==> src/rtl/apb_crc_feeder_pkg.sv <==
// Shared definitions for the APB CRC feeder.
//   state_t            : sequencing FSM states
//   DEF_*_OFFSET       : default register offsets inside the CRC slave
//   CTRL_INIT          : CTRL value that re-initialises the CRC
//   STRB_ALL           : full-word byte strobe
package apb_crc_feeder_pkg;

    typedef enum logic [2:0] {
        S_IDLE,
        S_INIT,
        S_WAIT,
        S_WRITE,
        S_READ,
        S_RESULT
    } state_t;

    localparam logic [31:0] DEF_CTRL_OFFSET   = 32'h0;
    localparam logic [31:0] DEF_DATA_OFFSET   = 32'h4;
    localparam logic [31:0] DEF_RESULT_OFFSET = 32'h8;

    localparam logic [31:0] CTRL_INIT = 32'h1;
    localparam logic [3:0]  STRB_ALL  = 4'hF;

endpackage

==> src/rtl/apb_crc_feeder_if.sv <==
// APB4 bus between the feeder (master) and the CRC peripheral (slave).
//   paddr/pwdata/pstrb/pwrite/psel/penable : request, driven by master
//   prdata/pready/pslverr                  : response, driven by slave
interface apb_crc_feeder_if #(
    parameter int unsigned DATA_WIDTH = 32,
    parameter int unsigned ADDR_WIDTH = 32
) ();

    logic [ADDR_WIDTH-1:0] paddr;
    logic [DATA_WIDTH-1:0] pwdata;
    logic [3:0]            pstrb;
    logic                  pwrite;
    logic                  psel;
    logic                  penable;
    logic [DATA_WIDTH-1:0] prdata;
    logic                  pready;
    logic                  pslverr;

    modport master (
        output paddr, pwdata, pstrb, pwrite, psel, penable,
        input  prdata, pready, pslverr
    );

    modport slave (
        input  paddr, pwdata, pstrb, pwrite, psel, penable,
        output prdata, pready, pslverr
    );

endinterface

==> src/rtl/apb_master_xfer.sv <==
// Single-transfer APB4 engine.
//   start/addr/wdata/strb/write : request; sampled on the cycle start=1,
//                                 issued as SETUP on the following cycle
//   done/rdata/slverr           : completion; done=1 on the ACCESS cycle
//                                 with pready=1, rdata/slverr valid then
//   bus                         : APB4 master side
// start may be asserted together with done to chain transfers with psel
// held high; it must not be asserted while a transfer is still pending.
module apb_master_xfer #(
    parameter int unsigned DATA_WIDTH = 32,
    parameter int unsigned ADDR_WIDTH = 32
) (
    input  logic                  clk,
    input  logic                  rst,
    input  logic                  start,
    input  logic [ADDR_WIDTH-1:0] addr,
    input  logic [DATA_WIDTH-1:0] wdata,
    input  logic [3:0]            strb,
    input  logic                  write,
    output logic                  done,
    output logic [DATA_WIDTH-1:0] rdata,
    output logic                  slverr,
    apb_crc_feeder_if.master      bus
);

    assign done   = bus.psel & bus.penable & bus.pready;
    assign rdata  = bus.prdata;
    assign slverr = bus.pslverr;

    always_ff @(posedge clk or posedge rst) begin
        if (rst) begin
            bus.psel    <= 1'b0;
            bus.penable <= 1'b0;
            bus.pwrite  <= 1'b0;
            bus.paddr   <= '0;
            bus.pwdata  <= '0;
            bus.pstrb   <= '0;
        end else if (start) begin
            bus.psel    <= 1'b1;
            bus.penable <= 1'b0;
            bus.pwrite  <= write;
            bus.paddr   <= addr;
            bus.pwdata  <= wdata;
            bus.pstrb   <= strb;
        end else if (bus.psel && !bus.penable) begin
            bus.penable <= 1'b1;
        end else if (done) begin
            bus.psel    <= 1'b0;
            bus.penable <= 1'b0;
        end
    end

endmodule

==> src/rtl/apb_crc_feeder.sv <==
// APB4 master feeding a word stream into the CRC peripheral.
// Per frame: CTRL write (re-init), one DATA write per stream word, RESULT
// read, then the value is offered on the crc_* handshake.
//   clk, rst                        : clock, async active-high reset
//   s_tdata/s_tstrb/s_tlast/s_tvalid/s_tready : input word stream
//   m                               : APB4 master bus to the CRC slave
//   crc_data/crc_err/crc_valid/crc_ready      : result handshake
module apb_crc_feeder
    import apb_crc_feeder_pkg::*;
#(
    parameter int unsigned           DATA_WIDTH    = 32,
    parameter int unsigned           ADDR_WIDTH    = 32,
    parameter logic [ADDR_WIDTH-1:0] BASE_ADDR     = '0,
    parameter logic [ADDR_WIDTH-1:0] CTRL_OFFSET   = ADDR_WIDTH'(DEF_CTRL_OFFSET),
    parameter logic [ADDR_WIDTH-1:0] DATA_OFFSET   = ADDR_WIDTH'(DEF_DATA_OFFSET),
    parameter logic [ADDR_WIDTH-1:0] RESULT_OFFSET = ADDR_WIDTH'(DEF_RESULT_OFFSET)
) (
    input  logic                  clk,
    input  logic                  rst,
    input  logic [DATA_WIDTH-1:0] s_tdata,
    input  logic [3:0]            s_tstrb,
    input  logic                  s_tlast,
    input  logic                  s_tvalid,
    output logic                  s_tready,
    apb_crc_feeder_if.master      m,
    output logic [DATA_WIDTH-1:0] crc_data,
    output logic                  crc_err,
    output logic                  crc_valid,
    input  logic                  crc_ready
);

    localparam logic [ADDR_WIDTH-1:0] CTRL_ADDR   = BASE_ADDR + CTRL_OFFSET;
    localparam logic [ADDR_WIDTH-1:0] DATA_ADDR   = BASE_ADDR + DATA_OFFSET;
    localparam logic [ADDR_WIDTH-1:0] RESULT_ADDR = BASE_ADDR + RESULT_OFFSET;

    state_t state, state_next;

    logic [DATA_WIDTH-1:0] tdata;
    logic [3:0]            tstrb;
    logic                  tlast;
    logic                  err_flag;

    logic                  start;
    logic [ADDR_WIDTH-1:0] x_addr;
    logic [DATA_WIDTH-1:0] x_wdata;
    logic [3:0]            x_strb;
    logic                  x_write;
    logic                  done;
    logic [DATA_WIDTH-1:0] rdata;
    logic                  slverr;

    logic                  accept;

    assign s_tready  = (state == S_IDLE) || (state == S_WAIT);
    assign accept    = s_tvalid && s_tready;
    assign crc_valid = (state == S_RESULT);
    assign crc_err   = crc_valid && err_flag;

    apb_master_xfer #(
        .DATA_WIDTH(DATA_WIDTH),
        .ADDR_WIDTH(ADDR_WIDTH)
    ) u_xfer (
        .clk    (clk),
        .rst    (rst),
        .start  (start),
        .addr   (x_addr),
        .wdata  (x_wdata),
        .strb   (x_strb),
        .write  (x_write),
        .done   (done),
        .rdata  (rdata),
        .slverr (slverr),
        .bus    (m)
    );

    always_ff @(posedge clk or posedge rst) begin
        if (rst) begin
            state <= S_IDLE;
        end else begin
            state <= state_next;
        end
    end

    // Each transfer is launched on the cycle the FSM moves into its state,
    // so a completing transfer and the next SETUP are back to back.
    always_comb begin
        state_next = state;
        start      = 1'b0;
        x_addr     = CTRL_ADDR;
        x_wdata    = DATA_WIDTH'(CTRL_INIT);
        x_strb     = STRB_ALL;
        x_write    = 1'b1;
        case (state)
            S_IDLE: begin
                if (s_tvalid) begin
                    state_next = S_INIT;
                    start      = 1'b1;
                end
            end
            S_INIT: begin
                if (done) begin
                    state_next = S_WRITE;
                    start      = 1'b1;
                    x_addr     = DATA_ADDR;
                    x_wdata    = tdata;
                    x_strb     = tstrb;
                end
            end
            S_WAIT: begin
                // The beat lands in the holding register on this same edge,
                // so the request is taken straight from the stream.
                if (s_tvalid) begin
                    state_next = S_WRITE;
                    start      = 1'b1;
                    x_addr     = DATA_ADDR;
                    x_wdata    = s_tdata;
                    x_strb     = s_tstrb;
                end
            end
            S_WRITE: begin
                if (done) begin
                    if (tlast) begin
                        state_next = S_READ;
                        start      = 1'b1;
                        x_addr     = RESULT_ADDR;
                        x_wdata    = '0;
                        x_strb     = '0;
                        x_write    = 1'b0;
                    end else begin
                        state_next = S_WAIT;
                    end
                end
            end
            S_READ: begin
                if (done) begin
                    state_next = S_RESULT;
                end
            end
            S_RESULT: begin
                if (crc_ready) begin
                    state_next = S_IDLE;
                end
            end
            default: state_next = S_IDLE;
        endcase
    end

    always_ff @(posedge clk or posedge rst) begin
        if (rst) begin
            tdata <= '0;
            tstrb <= '0;
            tlast <= 1'b0;
        end else if (accept) begin
            tdata <= s_tdata;
            tstrb <= s_tstrb;
            tlast <= s_tlast;
        end
    end

    always_ff @(posedge clk or posedge rst) begin
        if (rst) begin
            err_flag <= 1'b0;
        end else if (state == S_RESULT && crc_ready) begin
            err_flag <= 1'b0;
        end else if (done && slverr) begin
            err_flag <= 1'b1;
        end
    end

    always_ff @(posedge clk or posedge rst) begin
        if (rst) begin
            crc_data <= '0;
        end else if (state == S_READ && done) begin
            crc_data <= rdata;
        end
    end

endmodule

==> src/flat_wrapper.sv <==
// flat-port wrapper written by rule: the top's interface ports become plain ports
module apb_crc_feeder_flat import apb_crc_feeder_pkg::*;
#(
    parameter int unsigned           DATA_WIDTH    = 32,
    parameter int unsigned           ADDR_WIDTH    = 32,
    parameter logic [ADDR_WIDTH-1:0] BASE_ADDR     = '0,
    parameter logic [ADDR_WIDTH-1:0] CTRL_OFFSET   = ADDR_WIDTH'(DEF_CTRL_OFFSET),
    parameter logic [ADDR_WIDTH-1:0] DATA_OFFSET   = ADDR_WIDTH'(DEF_DATA_OFFSET),
    parameter logic [ADDR_WIDTH-1:0] RESULT_OFFSET = ADDR_WIDTH'(DEF_RESULT_OFFSET)
)
  (clk, rst, s_tdata, s_tstrb, s_tlast, s_tvalid, s_tready, crc_data, crc_err, crc_valid, crc_ready, m_paddr, m_pwdata, m_pstrb, m_pwrite, m_psel, m_penable, m_prdata, m_pready, m_pslverr);
  apb_crc_feeder_if #(.DATA_WIDTH(DATA_WIDTH), .ADDR_WIDTH(ADDR_WIDTH)) m_i ();
  input  logic clk;
  input  logic rst;
  input  logic [DATA_WIDTH-1:0] s_tdata;
  input  logic [3:0] s_tstrb;
  input  logic s_tlast;
  input  logic s_tvalid;
  output logic s_tready;
  output logic [DATA_WIDTH-1:0] crc_data;
  output logic crc_err;
  output logic crc_valid;
  input  logic crc_ready;
  output wire logic [$bits(m_i.paddr)-1:0] m_paddr;
  output wire logic [$bits(m_i.pwdata)-1:0] m_pwdata;
  output wire logic [$bits(m_i.pstrb)-1:0] m_pstrb;
  output wire logic [$bits(m_i.pwrite)-1:0] m_pwrite;
  output wire logic [$bits(m_i.psel)-1:0] m_psel;
  output wire logic [$bits(m_i.penable)-1:0] m_penable;
  input wire logic [$bits(m_i.prdata)-1:0] m_prdata;
  input wire logic [$bits(m_i.pready)-1:0] m_pready;
  input wire logic [$bits(m_i.pslverr)-1:0] m_pslverr;
  assign m_paddr = m_i.paddr;
  assign m_pwdata = m_i.pwdata;
  assign m_pstrb = m_i.pstrb;
  assign m_pwrite = m_i.pwrite;
  assign m_psel = m_i.psel;
  assign m_penable = m_i.penable;
  assign m_i.prdata = m_prdata;
  assign m_i.pready = m_pready;
  assign m_i.pslverr = m_pslverr;
  apb_crc_feeder #(.DATA_WIDTH(DATA_WIDTH), .ADDR_WIDTH(ADDR_WIDTH), .BASE_ADDR(BASE_ADDR), .CTRL_OFFSET(CTRL_OFFSET), .DATA_OFFSET(DATA_OFFSET), .RESULT_OFFSET(RESULT_OFFSET)) u_core (.clk(clk), .rst(rst), .s_tdata(s_tdata), .s_tstrb(s_tstrb), .s_tlast(s_tlast), .s_tvalid(s_tvalid), .s_tready(s_tready), .m(m_i), .crc_data(crc_data), .crc_err(crc_err), .crc_valid(crc_valid), .crc_ready(crc_ready));
endmodule
==> config.mk <==
export PLATFORM = sky130hd
export DESIGN_NAME = apb_crc_feeder_flat
export DESIGN_NICKNAME = d
export VERILOG_FILES = /design/src/rtl/apb_crc_feeder_pkg.sv /design/src/rtl/apb_crc_feeder_if.sv /design/src/rtl/apb_master_xfer.sv /design/src/rtl/apb_crc_feeder.sv /design/src/flat_wrapper.sv
export SDC_FILE = /design/constraint.sdc
export NUM_CORES = 1
export LEC_CHECK = 0
export ABC_CLOCK_PERIOD_IN_PS = 5500
export CAP_MARGIN = 40
export CORE_ASPECT_RATIO = 2
export CORE_UTILIZATION = 25
export CTS_BUF_LIST = sky130_fd_sc_hd__clkbuf_8
export DETAILED_ROUTE_END_ITERATION = 8
export PLACE_DENSITY = 0.52
export SKIP_LAST_GASP = 1
export SLEW_MARGIN = 20
export SYNTH_ARGS = -nofsm -noshare
export SYNTH_HDL_FRONTEND = slang
export SYNTH_SLANG_ARGS = --single-unit
==> constraint.sdc <==
create_clock -name clk -period 5.5 [get_ports clk]
set_input_delay 1.1 -clock clk [delete_from_list [all_inputs] [get_ports clk]]
set_output_delay 1.1 -clock clk [all_outputs]
set_load 0.05 [all_outputs]
# Word level (Yosys, flattened, before mapping)
# Index checks and enable logic that the tools add are counted.
[word_totals]
wordCells = 79
reg_bits = 144
out_inout_bits = 106
inputBits = 75
[op_classes]
reduce_logical = 15
n_bitwise = 2
n_eq_ne = 12
muxes = 38
[op_table]
columns = ["operator", "count"]
rows = [
  ["32-bit case mux with 3 select lines", 2],
  ["32-bit two-way mux", 4],
  ["3-bit two-way mux", 9],
  ["4-bit two-way mux", 5],
  ["3-bit case mux with 6 select lines", 1],
  ["1-bit two-way mux", 15],
  ["4-bit case mux with 3 select lines", 1],
  ["2-bit by 1-bit inequality test with 1-bit output (second input constant)", 4],
  ["3-bit by 2-bit == test with 1-bit output (second input constant)", 2],
  ["3-bit == test (second input constant)", 2],
  ["1-bit logical AND", 6],
  ["2-bit inequality test (second input constant)", 3],
  ["6-bit AND reduction", 1],
  ["2-bit nonzero test", 2],
  ["3-bit by 1-bit == test with 1-bit output (second input constant)", 1],
  ["3-bit logical NOT", 1],
  ["1-bit case mux with 3 select lines", 1],
  ["3-bit nonzero test", 1],
  ["1-bit AND", 2],
  ["2-bit AND reduction", 1],
  ["2-bit OR reduction", 1],
  ["1-bit logical NOT", 1],
  ["1-bit logical OR", 1],
]

# Depth between registers and ports, before layout
# Gate-level depths: netlist of the first run.
[logic_depth]
word_depth = 6
mapped_depth = 6
depth_no_buf = 3

# Hierarchy
# Synthesis of the first run repeated with hierarchy kept, for this count alone.
[hier_totals]
hier_cells = 430
hier_area_um2 = 6531.3
[by_module_without_submodules]
columns = ["module", "cells_each", "area_per_inst_um2", "seq_area_each_um2", "n_inst"]
rows = [
  ["apb_crc_feeder", 243, 3293.2, 1826.8, 1],
  ["apb_master_xfer", 187, 3238.1, 1776.7, 1],
]

# Worst setup path after synthesis of the first run
# OpenSTA, ideal clock, no wires.
[synth_path]
kind = "register to output"
start = "register u_core.state[0]"
end = "output port crc_err"
path_stages_with_launch = 5
t_required_ns = 4.400
t_arrival_ns = 1.993
setup_slack_ns = 2.407
path_buffers = 1
path_cell_list = "dfrtp_1 > clkbuf_1 > inv_1 > nor2_1 > and2_1"
[synth_between]
elab_chain_len = 2
[synth_rtl]
columns = ["element", "line", "rtl"]
rows = [
  ["from (decl)", "apb_crc_feeder.sv:36", "state_t state, state_next;"],
  ["from (signal assigned)", "apb_crc_feeder.sv:80", "state <= state_next;"],
  ["3-bit == test", "apb_crc_feeder.sv:56", "assign crc_valid = (state == S_RESULT);"],
  ["named net crc_valid", "flat_wrapper.sv:22", "output logic crc_valid;"],
  ["1-bit logical AND", "apb_crc_feeder.sv:57", "assign crc_err = crc_valid && err_flag;"],
  ["to (decl)", "flat_wrapper.sv:21", "output logic crc_err;"],
]
# The timed path passes the listed nets, and every way through them passes these cells.

# Worst setup path after layout of the first run
[layout_path]
start = "register u_core.state[2]"
end = "output port crc_err"
[layout_between]
elab_chain_len = 2
[layout_rtl]
columns = ["element", "line"]
rows = [
  ["3-bit == test", "apb_crc_feeder.sv:56"],
  ["1-bit logical AND", "apb_crc_feeder.sv:57"],
]
# Every way passes these cells.

==> flow_metrics.env, run 1 <==
export IMPL_fmax_mhz=293
export IMPL_ys_warn_count=0
export IMPL_final_cell_mix="150 x clkdlybuf4s50_1, 114 x dfrtp_1, 39 x mux2_2"
export IMPL_startpoint_type="flop"
export IMPL_cts_clk_slew_worst_paths_ns=0.07
export IMPL_r2r_cells=5
export IMPL_vias=3496
export IMPL_cap_viol_max_count=0
export IMPL_rsz0062_at_grt="false"
export IMPL_cts_hold_buf=0
export IMPL_path_max_fanout=11
export IMPL_r2r_end="u_core.u_xfer.bus.pwdata[4]"
export IMPL_clk_path_buf_depth=2
export IMPL_io_buffers=150
export IMPL_outcome="completed"
export IMPL_post_cts_buffers=0
export IMPL_ios=181
export IMPL_synth_edf_count=0
export IMPL_finalNetCount=588
export IMPL_timing_hold_ws_ns=0.500
export IMPL_vias_per_cell=4.44
export IMPL_power_mw=3.45
export IMPL_placed_cell_area_um2=6650
export IMPL_detail_route_antenna_nets=0
export IMPL_setup_tns_final_ns=0
export IMPL_tightest_slew_ns=0.818
export IMPL_final_util=0.353
export IMPL_cts_root_buf="clkbuf_8"
export IMPL_crit_path_end="crc_err"
export IMPL_globalplace_congestion=0.767
export IMPL_drc=0
export IMPL_synth_flop_cell="dfrtp_1"
export IMPL_wirelength_um=13200
export IMPL_wl_per_cell_um=16.8
export IMPL_finalHoldViolations=0
export IMPL_finalCritPeriodShare=0.621
export IMPL_finalInstanceArea_um2=6990
export IMPL_clock_latency_ns=0.43
export IMPL_ctsHtreeMaxLevel=4
export IMPL_final_setup_viol_count=0
export IMPL_pre_cts_ws_ns=2.14
export IMPL_async_reset_ff_frac=1.00
export IMPL_core_area_um2=19800
export IMPL_dr_pass1_iters=5
export IMPL_start_util=0.255
export IMPL_synthToLayoutAreaGrowth_pct=38.3
export IMPL_worstSetupPathType="reg -> out"
export IMPL_synth_area_um2=5060
export IMPL_cts_buffers=17
export IMPL_die_w_um=103
export IMPL_skew_ns=0.00992
export IMPL_power_density_nw_per_um2=493
export IMPL_worstPathArrival_ns=2.32
export IMPL_grt_pass1_vias=3700
export IMPL_cp_data_required_time_ns=4.40
export IMPL_final_cells=787
export IMPL_period_minus_slack_ns=3.42
export IMPL_antenna_found_initial=0
export IMPL_synth_cells=364
export IMPL_diodes=0
export IMPL_dieArea_um2=20800
export IMPL_hp_class="reg -> reg"
export IMPL_final_layout_size_suffix_gt1_frac=0.204
export IMPL_grt_max_degree=73
export IMPL_peakVddDrop_mv=0.352
export IMPL_cts_tree="done"
export IMPL_rr_startpoint="u_core.state[1]"
export IMPL_critPathCaptureType="output pin"
export IMPL_hpwl_um=9280
export IMPL_relSlewSlack=0.455
export IMPL_slew_violations=0
export IMPL_r2r_slack_ns=2.82
export IMPL_ys_types=34
export IMPL_crit_start="u_core.state[2]"
export IMPL_grt_ovfl_total=0
export IMPL_ys_ff_latch=114
export IMPL_layout_setup_ws_ns=2.08
export IMPL_p_leak_nw=3.25
export IMPL_post_cts_resized=0
export IMPL_grt_pass1_wl_um=19900
export IMPL_syn_area_per_cell_um2=13.9
export IMPL_clock_sinks=114
export IMPL_grt_use_total=0.131
export IMPL_die_y_um=203
export IMPL_dp_cells=756
export IMPL_drtIter0Drc=85
export IMPL_synth_seq_area_share=0.564
export IMPL_rows=73
export IMPL_final_common_cell="clkdlybuf4s50_1"
[cell families after synthesis]
family	synth area share
other	0.000741
multiplexers	0.178
AND/OR/NAND/NOR	0.0680
flip-flops	0.564
AO/OA/AOI/OAI	0.0980
buffers and inverters	0.0913
[area by class of cell]
cell class                 count  area (µm²)
clock buffer                  20         275
clock inverter                11        73.8
timing repair buffer         157        1570
fill                        2008       12800
tap                          262         328
inverter                       9        36.3
multi-input combinational    214        1860
sequential                   114        2850
[flip-flops by register name, summed over array words and instances, names as in the netlist, 2 cells and up]
name and flops:
u_core.tdata 32, u_core.tstrb 4, u_core.crc_data 32, u_core.state 3, u_core.u_xfer.bus.pstrb 4, u_core.u_xfer.bus.paddr 2
u_core.u_xfer.bus.pwdata 32
[cell usage after synthesis (all sizes together), types with 2 or more instances]
cell type / n / area share
a21oi: 3 / 0.0030
a221o: 32 / 0.063
a31oi: 2 / 0.0037
a32oi: 5 / 0.0087
and2: 2 / 0.0025
and3: 32 / 0.040
buf: 47 / 0.078
clkbuf: 9 / 0.0067
dfrtp: 114 / 0.56
inv: 9 / 0.0067
mux2: 69 / 0.18
nand2: 5 / 0.0037
nand2b: 3 / 0.0037
nand4: 2 / 0.0025
nor2: 4 / 0.0030
nor3: 2 / 0.0020
nor3b: 3 / 0.0067
o21ai: 11 / 0.011
[how the worst min path moves through the flow]
stage          cells after the start                           end  slack, ns                startpoint
4_1_cts                            1  u_core.u_xfer.bus.pwdata[28]       0.50          u_core.tdata[28]
5_1_grt                            1  u_core.u_xfer.bus.pwdata[20]       0.52          u_core.tdata[20]
3_3_place_gp                       1  u_core.u_xfer.bus.pwdata[25]       0.48          u_core.tdata[25]
6_report                           1  u_core.u_xfer.bus.pwdata[25]       0.50          u_core.tdata[25]
2_1_floorplan                      1  u_core.u_xfer.bus.pwdata[10]       0.47          u_core.tdata[10]
3_5_place_dp                       1      u_core.u_xfer.bus.pwrite       0.48  u_core.u_xfer.bus.pwrite
[where the power goes]
group          total, mW  internal, mW  switching (mW)  leakage (nW)
Clock              0.699         0.378           0.322         0.204
Combinational       1.44         0.564           0.878          1.60
Sequential          1.31          1.12           0.182          1.45
Total               3.45          2.06            1.38          3.25
[worst max-delay path, cell delays in order (launching register included)]
cell and delay, ns:
dfrtp_1 0.57, nand2b_1 0.17, nor2_1 0.17, and2_1 0.16, clkdlybuf4s50_1 0.81
[per-layer routing]
metal | wire (µm) | GRT usage
met4 | 522 | 0.0827
met3 | 635 | 0.0339
met1 | 4690 | 0.127
met2 | 7370 | 0.239
met5 | 0 | 0
Power figures use the tool's default switching activity.
==> run 2, diff against run 1 <==
--- a/config.mk
+++ b/config.mk
@@ -5,7 +5,7 @@
 export SDC_FILE = /design/constraint.sdc
 export NUM_CORES = 1
 export LEC_CHECK = 0
-export ABC_CLOCK_PERIOD_IN_PS = 5500
+export ABC_CLOCK_PERIOD_IN_PS = 3200
 export CAP_MARGIN = 40
 export CORE_ASPECT_RATIO = 2
 export CORE_UTILIZATION = 25
==> constraint.sdc (replaced) <==
create_clock -name clk -period 3.2 [get_ports clk]
set_input_delay 0.64 -clock clk [delete_from_list [all_inputs] [get_ports clk]]
set_output_delay 0.64 -clock clk [all_outputs]
set_load 0.05 [all_outputs]
==> run 2 against run 1 <==
Wire length decreased by 4.4%; global-route usage decreased by 0.45 points; clock skew increased by 0.0033 ns; non-clock buffer count increased by 2; sequential power increased by 72%; core utilization increased by 0.52 points; combinational power increased by 71%; final area increased by 1.5%; via count decreased by 0.97%; sequential cell count unchanged.
==> flow_metrics.env, run 2 (synthesized netlist as in run 1, its figures left out) <==
export IMPL_outcome="completed"
export IMPL_final_common_cell="clkdlybuf4s50_1"
export IMPL_vias=3462
export IMPL_dr_pass1_iters=4
export IMPL_path_cells="nor2_1 > clkdlybuf4s50_1"
export IMPL_peakVddDrop_mv=0.427
export IMPL_crit_path_max_incr_delay_ns=0.82
export IMPL_critPathSlowestCell="clkdlybuf4s50_1"
export IMPL_grt_use_total=0.127
export IMPL_post_cts_resized=0
export IMPL_power_density_nw_per_um2=869
export IMPL_tightest_slew_ns=0.677
export IMPL_die_y_um=203
export IMPL_globalplace_congestion=0.740
export IMPL_rsz0062_at_grt="false"
export IMPL_startpoint_type="flop"
export IMPL_path_max_fanout=14
export IMPL_clock_latency_ns=0.44
export IMPL_largestRegisters="u_core.crc_data: 32 flops, u_core.tdata: 32 flops, u_core.u_xfer.bus.pwdata: 32 flops"
export IMPL_start_util=0.255
export IMPL_clk_path_buf_depth=2
export IMPL_skew_ns=0.0132
export IMPL_cts_hold_buf=0
export IMPL_fmax_mhz=385
export IMPL_final_layout_size_suffix_gt1_frac=0.220
export IMPL_critPathCaptureType="output pin"
export IMPL_ios=181
export IMPL_period_minus_slack_ns=2.60
export IMPL_p_leak_nw=3.30
export IMPL_worstPathArrival_ns=1.96
export IMPL_setup_tns_final_ns=0
export IMPL_final_setup_viol_count=0
export IMPL_grt_ovfl_total=0
export IMPL_cp_data_required_time_ns=2.56
export IMPL_rows=73
export IMPL_drtIter0Drc=96
export IMPL_dieArea_um2=20800
export IMPL_slew_violations=0
export IMPL_post_cts_buffers=0
export IMPL_worstSetupPathType="reg -> out"
export IMPL_hpwl_um=8640
export IMPL_clock_sinks=114
export IMPL_wl_per_cell_um=16.0
export IMPL_multi_input_area_um2=1860
export IMPL_core_area_um2=19800
export IMPL_detail_route_antenna_nets=0
export IMPL_die_w_um=103
export IMPL_wirelength_um=12600
export IMPL_timing_hold_ws_ns=0.498
export IMPL_diodes=0
export IMPL_ctsHtreeMaxLevel=4
export IMPL_cts_buffers=17
export IMPL_cts_clk_slew_worst_paths_ns=0.07
export IMPL_io_buffers=150
export IMPL_grt_pass1_vias=3572
export IMPL_hp_class="reg -> reg"
export IMPL_antenna_found_initial=0
export IMPL_finalHoldViolations=0
export IMPL_cap_viol_max_count=0
export IMPL_relSlewSlack=0.548
export IMPL_grt_max_degree=115
export IMPL_cts_root_buf="clkbuf_8"
export IMPL_cp_num_buf_inv=1
export IMPL_final_cell_mix="148 x clkdlybuf4s50_1, 114 x dfrtp_1, 39 x mux2_2"
export IMPL_fillerInstances=1966
export IMPL_drc=0
export IMPL_finalCritPeriodShare=0.811
export IMPL_vias_per_cell=4.38
export IMPL_critPathTopFamily="buffers and inverters"
export IMPL_finalNetCount=590
export IMPL_cts_tree="done"
export IMPL_grt_pass1_wl_um=19300
export IMPL_synthToLayoutAreaGrowth_pct=40.4
export IMPL_seq_area_um2=2850
## run 2: changes by cell type in the layout (fill, tap and decap cells not counted), sizes merged, moves of 2 or more
cell / previous run / this run
buf: 7 / 11
bufinv: 1 / 4
clkdlybuf4s50: 150 / 148
clkinv: 5 / 7
inv: 14 / 10
## run 2: through the flow
stage               area [µm²]  power, mW  std cells   util  setup slack, ns
floorplan                 5170       3.94        393      -            0.567
CTS                       7100       6.28        790  0.358            0.558
finish                    7100       6.17        790  0.358            0.604
global placement          6670       4.71        758  0.337            0.502
global route              7100       6.50        790  0.358            0.479
detailed placement        6670       4.77        758  0.337            0.479
## run 2: power by group
group / total, mW / internal (mW) / switching (mW)
clock network: 1.46 / 0.877 / 0.588
logic: 2.46 / 0.986 / 1.47
registers: 2.25 / 1.93 / 0.318
## run 2: area by class of cell
| class | instances | area share |
|---|---|---|
| clock buffer | 19 | 0.0368 |
| multi-input combinational | 214 | 0.262 |
| clock inverter | 13 | 0.0234 |
| timing repair buffer | 159 | 0.224 |
| sequential | 114 | 0.402 |
| tap | 262 | 0.0462 |
| inverter | 9 | 0.00529 |
## run 2: worst register-to-register path: stages (launching register included)
cell,delay (ns)
dfrtp_1,0.51
nand2b_1,0.24
or3_2,0.45
buf_4,0.33
mux2_4,0.40
## run 2: path summary, 6_finish.rpt
kind	startpoint	end	slack, ns	cells after the start
min in group asynchronous	rst	u_core.crc_data[1]	0.72	3
hold / removal	u_core.u_xfer.bus.pwrite	u_core.u_xfer.bus.pwrite	0.50	1
max in group asynchronous	rst	u_core.u_xfer.bus.pwdata[11]	1.97	3
setup / recovery	u_core.state[0]	s_tready	0.60	2
setup reg to reg	u_core.state[1]	u_core.crc_data[24]	1.16	4
hold reg to reg	u_core.u_xfer.bus.pwrite	u_core.u_xfer.bus.pwrite	0.50	1
## run 2: routing by layer
| metal | wire length [µm] | part of all wire | track usage | vias up |
|---|---|---|---|---|
| li1 | - | - | - | 1573 |
| met1 | 4780 | 0.38 | 0.134 | 1755 |
| met2 | 7000 | 0.55 | 0.226 | 122 |
| met3 | 628 | 0.050 | 0.0326 | 12 |
| met4 | 221 | 0.017 | 0.0643 | 0 |
| met5 | 0 | 0 | 0 | - |
